[src/rtl/cic_pkg.sv]
// Shared CIC constants so the integrator and comb halves are built with identical widths.
// The full-precision width is IW + N*clog2(R), which makes the comb wrap-cancellation exact.
package cic_pkg;

    function automatic int clog2(input int value);
        int result;
        result = 0;
        for (int i = 0; i < 32; i++) begin
            if ((64'(1) << i) < 64'(value)) begin
                result = i + 1;
            end
        end
        return result;
    endfunction

    localparam int CIC_IW = 2;
    localparam int CIC_N  = 3;
    localparam int CIC_R  = 64;
    localparam int CIC_OW = CIC_IW + CIC_N * clog2(CIC_R);

endpackage

[src/rtl/cic_integrator_stage.sv]
// One CIC integrator: a wrapping accumulator that adds its operand on every enabled cycle.
// The operand is the previous stage's registered value, so the cascade is pipelined.
module cic_integrator_stage #(
    parameter int W = 20
) (
    input  logic         clk,
    input  logic         rst_n,
    input  logic         en,
    input  logic [W-1:0] operand,
    output logic [W-1:0] acc
);

    // NOTE: state registers use non-blocking assignments so every stage samples
    // the pre-edge value of its neighbour, which is what gives the pipelined sum.
    always_ff @(posedge clk or negedge rst_n) begin
        if (!rst_n) begin
            acc <= '0;
        end else if (en) begin
            acc <= acc + operand;  // modulo 2^W on purpose; the combs cancel the wrap
        end
    end

endmodule

[src/rtl/cic_integrator_decimator.sv]
// Integrator half of the CIC decimator: N cascaded integrators at the sample rate plus
// a decimate-by-R strobe that hands the last integrator's value to the comb chain.
module cic_integrator_decimator
    import cic_pkg::*;
#(
    parameter int IW = CIC_IW,
    parameter int N  = CIC_N,
    parameter int R  = CIC_R,
    parameter int OW = CIC_OW
) (
    input  logic          i_clk,
    input  logic          i_rst_n,
    input  logic [IW-1:0] i_data,
    input  logic          i_ready,
    output logic [OW-1:0] o_data,
    output logic          o_ready
);

    localparam int CW = clog2(R);
    localparam logic [CW-1:0] LAST_CNT = CW'(R - 1);

    logic [OW-1:0] operand [N];
    logic [OW-1:0] acc     [N];
    logic [CW-1:0] dec_cnt;
    logic          frame_end;

    assign operand[0] = OW'($signed(i_data));

    for (genvar k = 0; k < N; k++) begin : g_stage
        if (k > 0) begin : g_chain
            assign operand[k] = acc[k-1];
        end

        cic_integrator_stage #(
            .W (OW)
        ) u_stage (
            .clk     (i_clk),
            .rst_n   (i_rst_n),
            .en      (i_ready),
            .operand (operand[k]),
            .acc     (acc[k])
        );
    end

    assign frame_end = (dec_cnt == LAST_CNT);

    // R is a power of two, so the counter wraps R-1 -> 0 without a compare.
    always_ff @(posedge i_clk or negedge i_rst_n) begin
        if (!i_rst_n) begin
            dec_cnt <= '0;
            o_data  <= '0;
            o_ready <= 1'b0;
        end else begin
            o_ready <= 1'b0;
            if (i_ready) begin
                dec_cnt <= dec_cnt + CW'(1);
                if (frame_end) begin
                    o_data  <= acc[N-1] + operand[N-1];
                    o_ready <= 1'b1;
                end
            end
        end
    end

endmodule

[config.mk]
export PLATFORM = sky130hd
export DESIGN_NAME = cic_integrator_decimator
export DESIGN_NICKNAME = d
export VERILOG_FILES = /design/src/rtl/cic_pkg.sv /design/src/rtl/cic_integrator_stage.sv /design/src/rtl/cic_integrator_decimator.sv
export SDC_FILE = /design/constraint.sdc
export NUM_CORES = 1
export LEC_CHECK = 0
export CAP_MARGIN = 20
export CORE_MARGIN = 8
export CORE_UTILIZATION = 28
export CTS_BUF_LIST = sky130_fd_sc_hd__clkbuf_16
export DETAILED_ROUTE_END_ITERATION = 16
export PLACE_DENSITY = 0.43
export SYNTH_ARGS = -nofsm -noshare
export SYNTH_HDL_FRONTEND = slang
export SYNTH_SLANG_ARGS = --single-unit
[constraint.sdc]
create_clock -name i_clk -period 3.2 [get_ports i_clk]
set_clock_uncertainty 0.15 [all_clocks]
set_input_delay 0.48 -clock i_clk [delete_from_list [all_inputs] [get_ports i_clk]]
set_output_delay 0.48 -clock i_clk [all_outputs]
set_load 0.05 [all_outputs]
==> impl_results.md, run 1 <==
- Status: completed
- Critical path's slowest cell: clkdlybuf4s50_1
- Slew headroom: 65.9%
- Final Setup Violations: 0
- FMAX: 0.349 GHz
- Mapped Nets: 655
- Buffers from clock root to sink, at most: 2
- Initial antenna violation count: 0
- Drt wl/cell: 14.1 µm
- Startpoint Class: input port
- Clock transition at path regs: 0.07 ns
- Core area: 0.0210 mm²
- Crit-path cells: clkdlybuf4s50_1 > buf_12 > fa_1 > a21o_1 > a21oi_1 > o21ai_1 > a211oi_2 > o21bai_1 > xor2_1 > mux2_2
- Crit path DAT: 2.95 ns
- Pre-CTS WS: -0.0709 ns
- Worst path max stage delay: 0.44 ns
- Cells after Synth: 589
- Prevailing post-synth register cell: dfrtp_1
- I/O Buffers: 25
- Root Driver: clkbuf_16
- Max Transition Viols Final: 0
- Worst Path Required: 3.28 ns
- Drt first pass iters: 5
- Area of the mapped netlist: 0.00594 mm²
- # DRC: 0
- Post-synth EDFFs: 0
- Post-DR vias/cell: 4.82
- Layout cells sized above 1: 18.6%
- Final Cell Area: 0.00704 mm²
- Area delta synth->final: 18.6%
- Total wire length: 12,900 µm
- DP Wirelength: 9840 µm
- Max-cap viol count: 0
- Die X: 162 µm
- TritonCTS clock tree: yes
- Final Hold Violating Endpoints: 0
- Total CTS buffers: 9
- Antenna cell count: 0
- Critical Path Source: i_data[1]
- Crit path max fanout: 13
- Hold Startpoint: dec_cnt[5]
- Final WS setup: 0.337 ns
- Die area: 0.0261 mm²
- H-tree levels: 3
- Library cells used by synthesis: 55
- Post-route minimum period: 2.86 ns
- Number of global-route vias before repair: 4,524
- Critical R2R Launch: g_stage[1].u_stage.acc[0]
- Fin nets: 700
- Starting Density: 28.3%
- Hold WC Path Type: reg -> reg
- Ratio of final minimum period to clock period: 89.5%
- Final ANT Viol Nets: 0
- Avg Inst Size Synth: 10.1 µm²
- Nature of the critical path endpoint: register
- CTS Sinks: 87
- Hold slack: 0.318 ns
- Crit Path Class: in -> reg
- Initial DRC Count: 120
- First-pass GRT wire length: 22,400 µm
- Global route overflow: 0
- Sequential fraction of the synthesis area: 36.6%
- IO Count: 26
- Tightest Pin Transition: 0.505 ns
- RSZ-0062 raised after global routing: no
- Seq cells post-synth: 87
- FP Rows: 53
- Ys Warns: 0
- Vias: 4,407
- Die Ht: 162 µm
- Worst Path Buf+Inv: 2
- Async SR Flop Fraction: 100%
- GP Congestion: 0.829
- Clk Latency, worst-skew pair: 0.34 ns
- CP top delay family: compound AO/OA/AOI/OAI gates
- Post-CTS sizing: 0
- GRT Total Usage: 10.3%
- Largest net degree at the start of global routing: 51
- DP Area: 0.00670 mm²
[through the flow]
step / std cells / utilization [%] / setup TNS (ns)
2_1_floorplan: 589 / - / 0
3_3_place_gp: 897 / 32.0 / -0.0774
3_5_place_dp: 897 / 32.0 / -0.153
4_1_cts: 914 / 33.6 / 0
5_1_grt: 914 / 33.6 / 0
6_report: 914 / 33.6 / 0
[synth_stat cells (all sizes together), types with 3 or more instances]
library cell,n,share of area (%)
or3,3,0.32
xor2,18,2.7
a311oi,3,0.55
a2111oi,3,0.44
o21ai,32,2.8
a21oi,59,5.0
nor2b,4,0.42
a21o,16,2.0
buf,3,0.21
nand3,13,1.1
nor3,7,0.59
nor2,39,2.5
nand2,41,2.6
mux2,64,12
o21a,6,0.76
and3,7,0.74
a211oi,11,1.7
o211ai,3,0.38
dfrtp,87,37
xnor2,37,5.5
fa,3,1.0
o21bai,9,1.1
ha,58,12
inv,12,0.76
clkbuf,16,1.0
nand4,10,1.1
[state kept, by name (all words and copies together), names as in the netlist]
name,cells
o_data,20
dec_cnt,6
g_stage.u_stage.acc,60
o_ready,1
[cell usage in the layout (no fill, tap or decap), types with 9 or more instances in the layout]
master,synthesis,routed
buf_4,0,25
dfrtp_1,87,87
clkbuf_16,0,9
nand4_1,10,10
nand3_1,13,13
nand2_1,41,41
xor2_1,18,18
a21oi_1,58,58
o21ai_1,10,10
a21o_1,16,16
o21bai_1,9,9
nor2_1,39,38
o21ai_0,21,21
mux2_2,63,63
ha_1,58,58
xnor2_1,37,37
clkdlybuf4s50_1,0,23
inv_1,12,13
[worst register-to-register path, delay by kind of cell (launching register included)]
kind	cells	cell delay [ns]
XOR/XNOR	1	0.11
multiplexers	1	0.27
adder cells (fa/ha/maj)	2	0.69
flip-flops	1	0.42
AO/OA/AOI/OAI	4	0.95
AND/OR/NAND/NOR	1	0.13
[cell families after synthesis]
family	share of synthesized area, %
compound gates	17.6
simple gates	10.0
flops	36.6
mux	12.4
fa+ha+maj	13.2
xor+xnor	8.11
buf+inv	2.00
[layer usage]
| metal | vias to the layer above | global-route usage, % | wire [µm] |
|---|---|---|---|
| li1 | 2270 | - | - |
| met1 | 2059 | 13.9 | 6590 |
| met2 | 59 | 16.0 | 5580 |
| met3 | 19 | 1.37 | 377 |
| met4 | 0 | 5.05 | 312 |
| met5 | - | 0 | 0 |
[final cells by class]
class | instances | area, µm²
timing repair buffer | 53 | 493
multi-input combinational | 471 | 3650
inverter | 12 | 45.0
sequential | 87 | 2180
clock inverter | 7 | 113
tap | 275 | 344
clock buffer | 9 | 225
fill | 2112 | 13900
[worst paths after layout]
| check | end | slack [ns] | cells after the start |
|---|---|---|---|
| max | g_stage[0].u_stage.acc[16] | 0.34 | 10 |
| min reg2reg | dec_cnt[5] | 0.32 | 1 |
| min | dec_cnt[5] | 0.32 | 1 |
| max in group asynchronous | g_stage[0].u_stage.acc[12] | 1.76 | 3 |
| max reg2reg | o_data[16] | 0.37 | 9 |
| min in group asynchronous | o_data[2] | 0.50 | 2 |
[repair_timing]
action	in CTS	in global routing
buffers inserted	0	0
hold buffers	1	0
hold endpoints to repair	37	0
Power of run 1 is not shown: default switching activity piles up to over one toggle a cycle in this logic, so the estimate is an artifact.
==> run 2: changes to the inputs <==
--- a/config.mk
+++ b/config.mk
@@ -10,7 +10,9 @@
 export CORE_UTILIZATION = 28
 export CTS_BUF_LIST = sky130_fd_sc_hd__clkbuf_16
 export DETAILED_ROUTE_END_ITERATION = 16
+export MAX_ROUTING_LAYER = met4
 export PLACE_DENSITY = 0.43
+export RECOVER_POWER = 100
 export SYNTH_ARGS = -nofsm -noshare
 export SYNTH_HDL_FRONTEND = slang
 export SYNTH_SLANG_ARGS = --single-unit
==> run 2 against run 1 <==
Utilization down 0.22 points; sequential cell count unchanged; non-clock buffer count unchanged; fmax down 3.3%; global-route usage up 0.30 points; first-iteration DRC count up 14%; wire length about the same; critical endpoint is now g_stage[0].u_stage.acc[15]; clock-buffer cell count unchanged; cell count unchanged; critical path type unchanged.
==> impl_results.md, run 2 (synthesis gave the netlist of run 1 again) <==
- TritonCTS clock tree: yes
- Reg2Reg Setup Slack: 0.29 ns (-0.08 ns)
- Post-route minimum period: 2.96 ns (+0.0990 ns)
- Worst Path Required: 3.28 ns (about the same)
- Worst hold endpoint: dec_cnt[5]
- Most common cell after layout, fill and taps aside: dfrtp_1
- Max FFs per register: 60 (unchanged)
- Most flops, register: g_stage.u_stage.acc
- Die X: 162 µm (unchanged)
- Commonest non-fill, non-tap cells in the layout: 87 x dfrtp_1, 63 x mux2_2, 59 x a21oi_1
- Total CTS buffers: 9 (unchanged)
- Hold Startpoint: dec_cnt[5]
- Initial DRC Count: 137 (+14%)
- Hold slack: 0.317 ns (-0.00171 ns)
- Vias: 4,393 (-0.32%)
- Slew headroom: 15.5% (-50 points)
- Post-DR vias/cell: 4.81 (-0.32%)
- Post-CTS sizing: 0 (unchanged)
- Final Hold Violating Endpoints: 0 (unchanged)
- Clock transition at path regs: 0.07 ns (about the same)
- FP Rows: 53 (unchanged)
- Global route overflow: 0 (unchanged)
- DP Wirelength: 9840 µm (unchanged)
- Core area: 0.0210 mm² (unchanged)
- CTS Sinks: 87 (unchanged)
- Buffers from clock root to sink, at most: 2 (unchanged)
- GP Congestion: 0.842 (+1.5%)
- First-pass GRT wire length: 22,400 µm (about the same)
- Hold buffer count at CTS: 1 (unchanged)
- Critical R2R Launch: g_stage[1].u_stage.acc[0]
- Hold WC Path Type: reg -> reg
- Tightest Pin Transition: 1.27 ns (+0.763 ns)
- Largest net degree at the start of global routing: 51 (unchanged)
- Starting Density: 28.3% (unchanged)
- Reg2reg path depth: 10 (+1)
- Die Ht: 162 µm (unchanged)
- FMAX: 0.338 GHz (-3.3%)
- Antenna cell count: 0 (unchanged)
- Setup TNS: 0 ns (unchanged)
- Fin nets: 700 (unchanged)
- Nature of the critical path endpoint: register
- IO Count: 26 (unchanged)
- Final ANT Viol Nets: 0 (unchanged)
- Crit path DAT: 3.05 ns (+0.10 ns)
- Status: completed
- H-tree levels: 3 (unchanged)
- Clk Latency, worst-skew pair: 0.35 ns (about the same)
- Drt wl/cell: 14.1 µm (about the same)
- Max-cap viol count: 0 (unchanged)
- Layout cells sized above 1: 17.1% (-1.6 points)
- Ratio of final minimum period to clock period: 92.6% (+3.1 points)
- Biggest regs: g_stage.u_stage.acc x60, o_data x20, dec_cnt x6
- Die area: 0.0261 mm² (unchanged)
- RSZ-0062 raised after global routing: no
- Initial antenna violation count: 0 (unchanged)
- Total wire length: 12,900 µm (about the same)
- Hold depth: 1 (unchanged)
- Setup repair bufs after CTS: 0 (unchanged)
- Area delta synth->final: 17.8%
- Crit path max fanout: 13 (unchanged)
- Crit Path Class: in -> reg
- # DRC: 0 (unchanged)
- Final Setup Violations: 0 (unchanged)
- Root Driver: clkbuf_16
- I/O Buffers: 25 (unchanged)
- Number of global-route vias before repair: 4,527 (+0.066%)
- Startpoint Class: input port
- GRT Total Usage: 10.6% (+0.30 points)
- Worst r2r dst: g_stage[1].u_stage.acc[16]
- Drt first pass iters: 4 (-1)
- Max Transition Viols Final: 0 (unchanged)
- Fill count: 2,121 (+0.43%)
-- run 2: how the worst max path moves through the flow --
| stage | startpoint | endpoint | slack [ns] | cells after the start |
|---|---|---|---|---|
| CTS | i_data[1] | g_stage[0].u_stage.acc[16] | 0.30 | 10 |
| global route | g_stage[1].u_stage.acc[0] | g_stage[1].u_stage.acc[16] | 0.08 | 10 |
| global placement | i_data[1] | g_stage[0].u_stage.acc[18] | -0.04 | 10 |
| detailed placement | i_data[1] | g_stage[0].u_stage.acc[16] | -0.07 | 10 |
| finish | i_data[1] | g_stage[0].u_stage.acc[15] | 0.24 | 10 |
| floorplan | g_stage[1].u_stage.acc[0] | g_stage[1].u_stage.acc[16] | 0.50 | 9 |
-- run 2: worst max-delay path, stage by stage --
cell and delay, ns:
clkdlybuf4s50_1 0.44, buf_12 0.17, ha_1 0.31, a211oi_2 0.21, o21ai_0 0.20, a31o_2 0.26
a31o_4 0.27, a311oi_1 0.33, xnor2_1 0.11, mux2_4 0.26
-- run 2: area by class of cell --
type,instances,area (µm²),share of cell area [%]
Clock buffer,9,225,3.22
Clock inverter,7,113,1.61
Inverter,12,45.0,0.644
Multi-Input combinational cell,471,3630,51.8
Sequential cell,87,2180,31.1
Tap cell,275,344,4.92
Timing Repair Buffer,53,468,6.69
-- run 2: per-stage QoR --
step           worst slack [ns]  std cells  instance area, µm²  util (%)
3_3_place_gp            -0.0397        897                6700      32.0
6_report                  0.238        914                7000      33.4
5_1_grt                  0.0775        914                7000      33.4
2_1_floorplan             0.498        589                5940         -
3_5_place_dp            -0.0709        897                6700      32.0
4_1_cts                   0.303        914                7040      33.6
-- run 2: routing by layer --
layer | GRT usage, % | vias to the layer above | routed length, µm
met4 | 5.05 | 0 | 275
met1 | 13.9 | 2049 | 6620
met2 | 15.9 | 52 | 5610
li1 | - | 2275 | -
met5 | - | - | 0
met3 | 1.37 | 17 | 356
Power of run 2 is left out for the same reason.
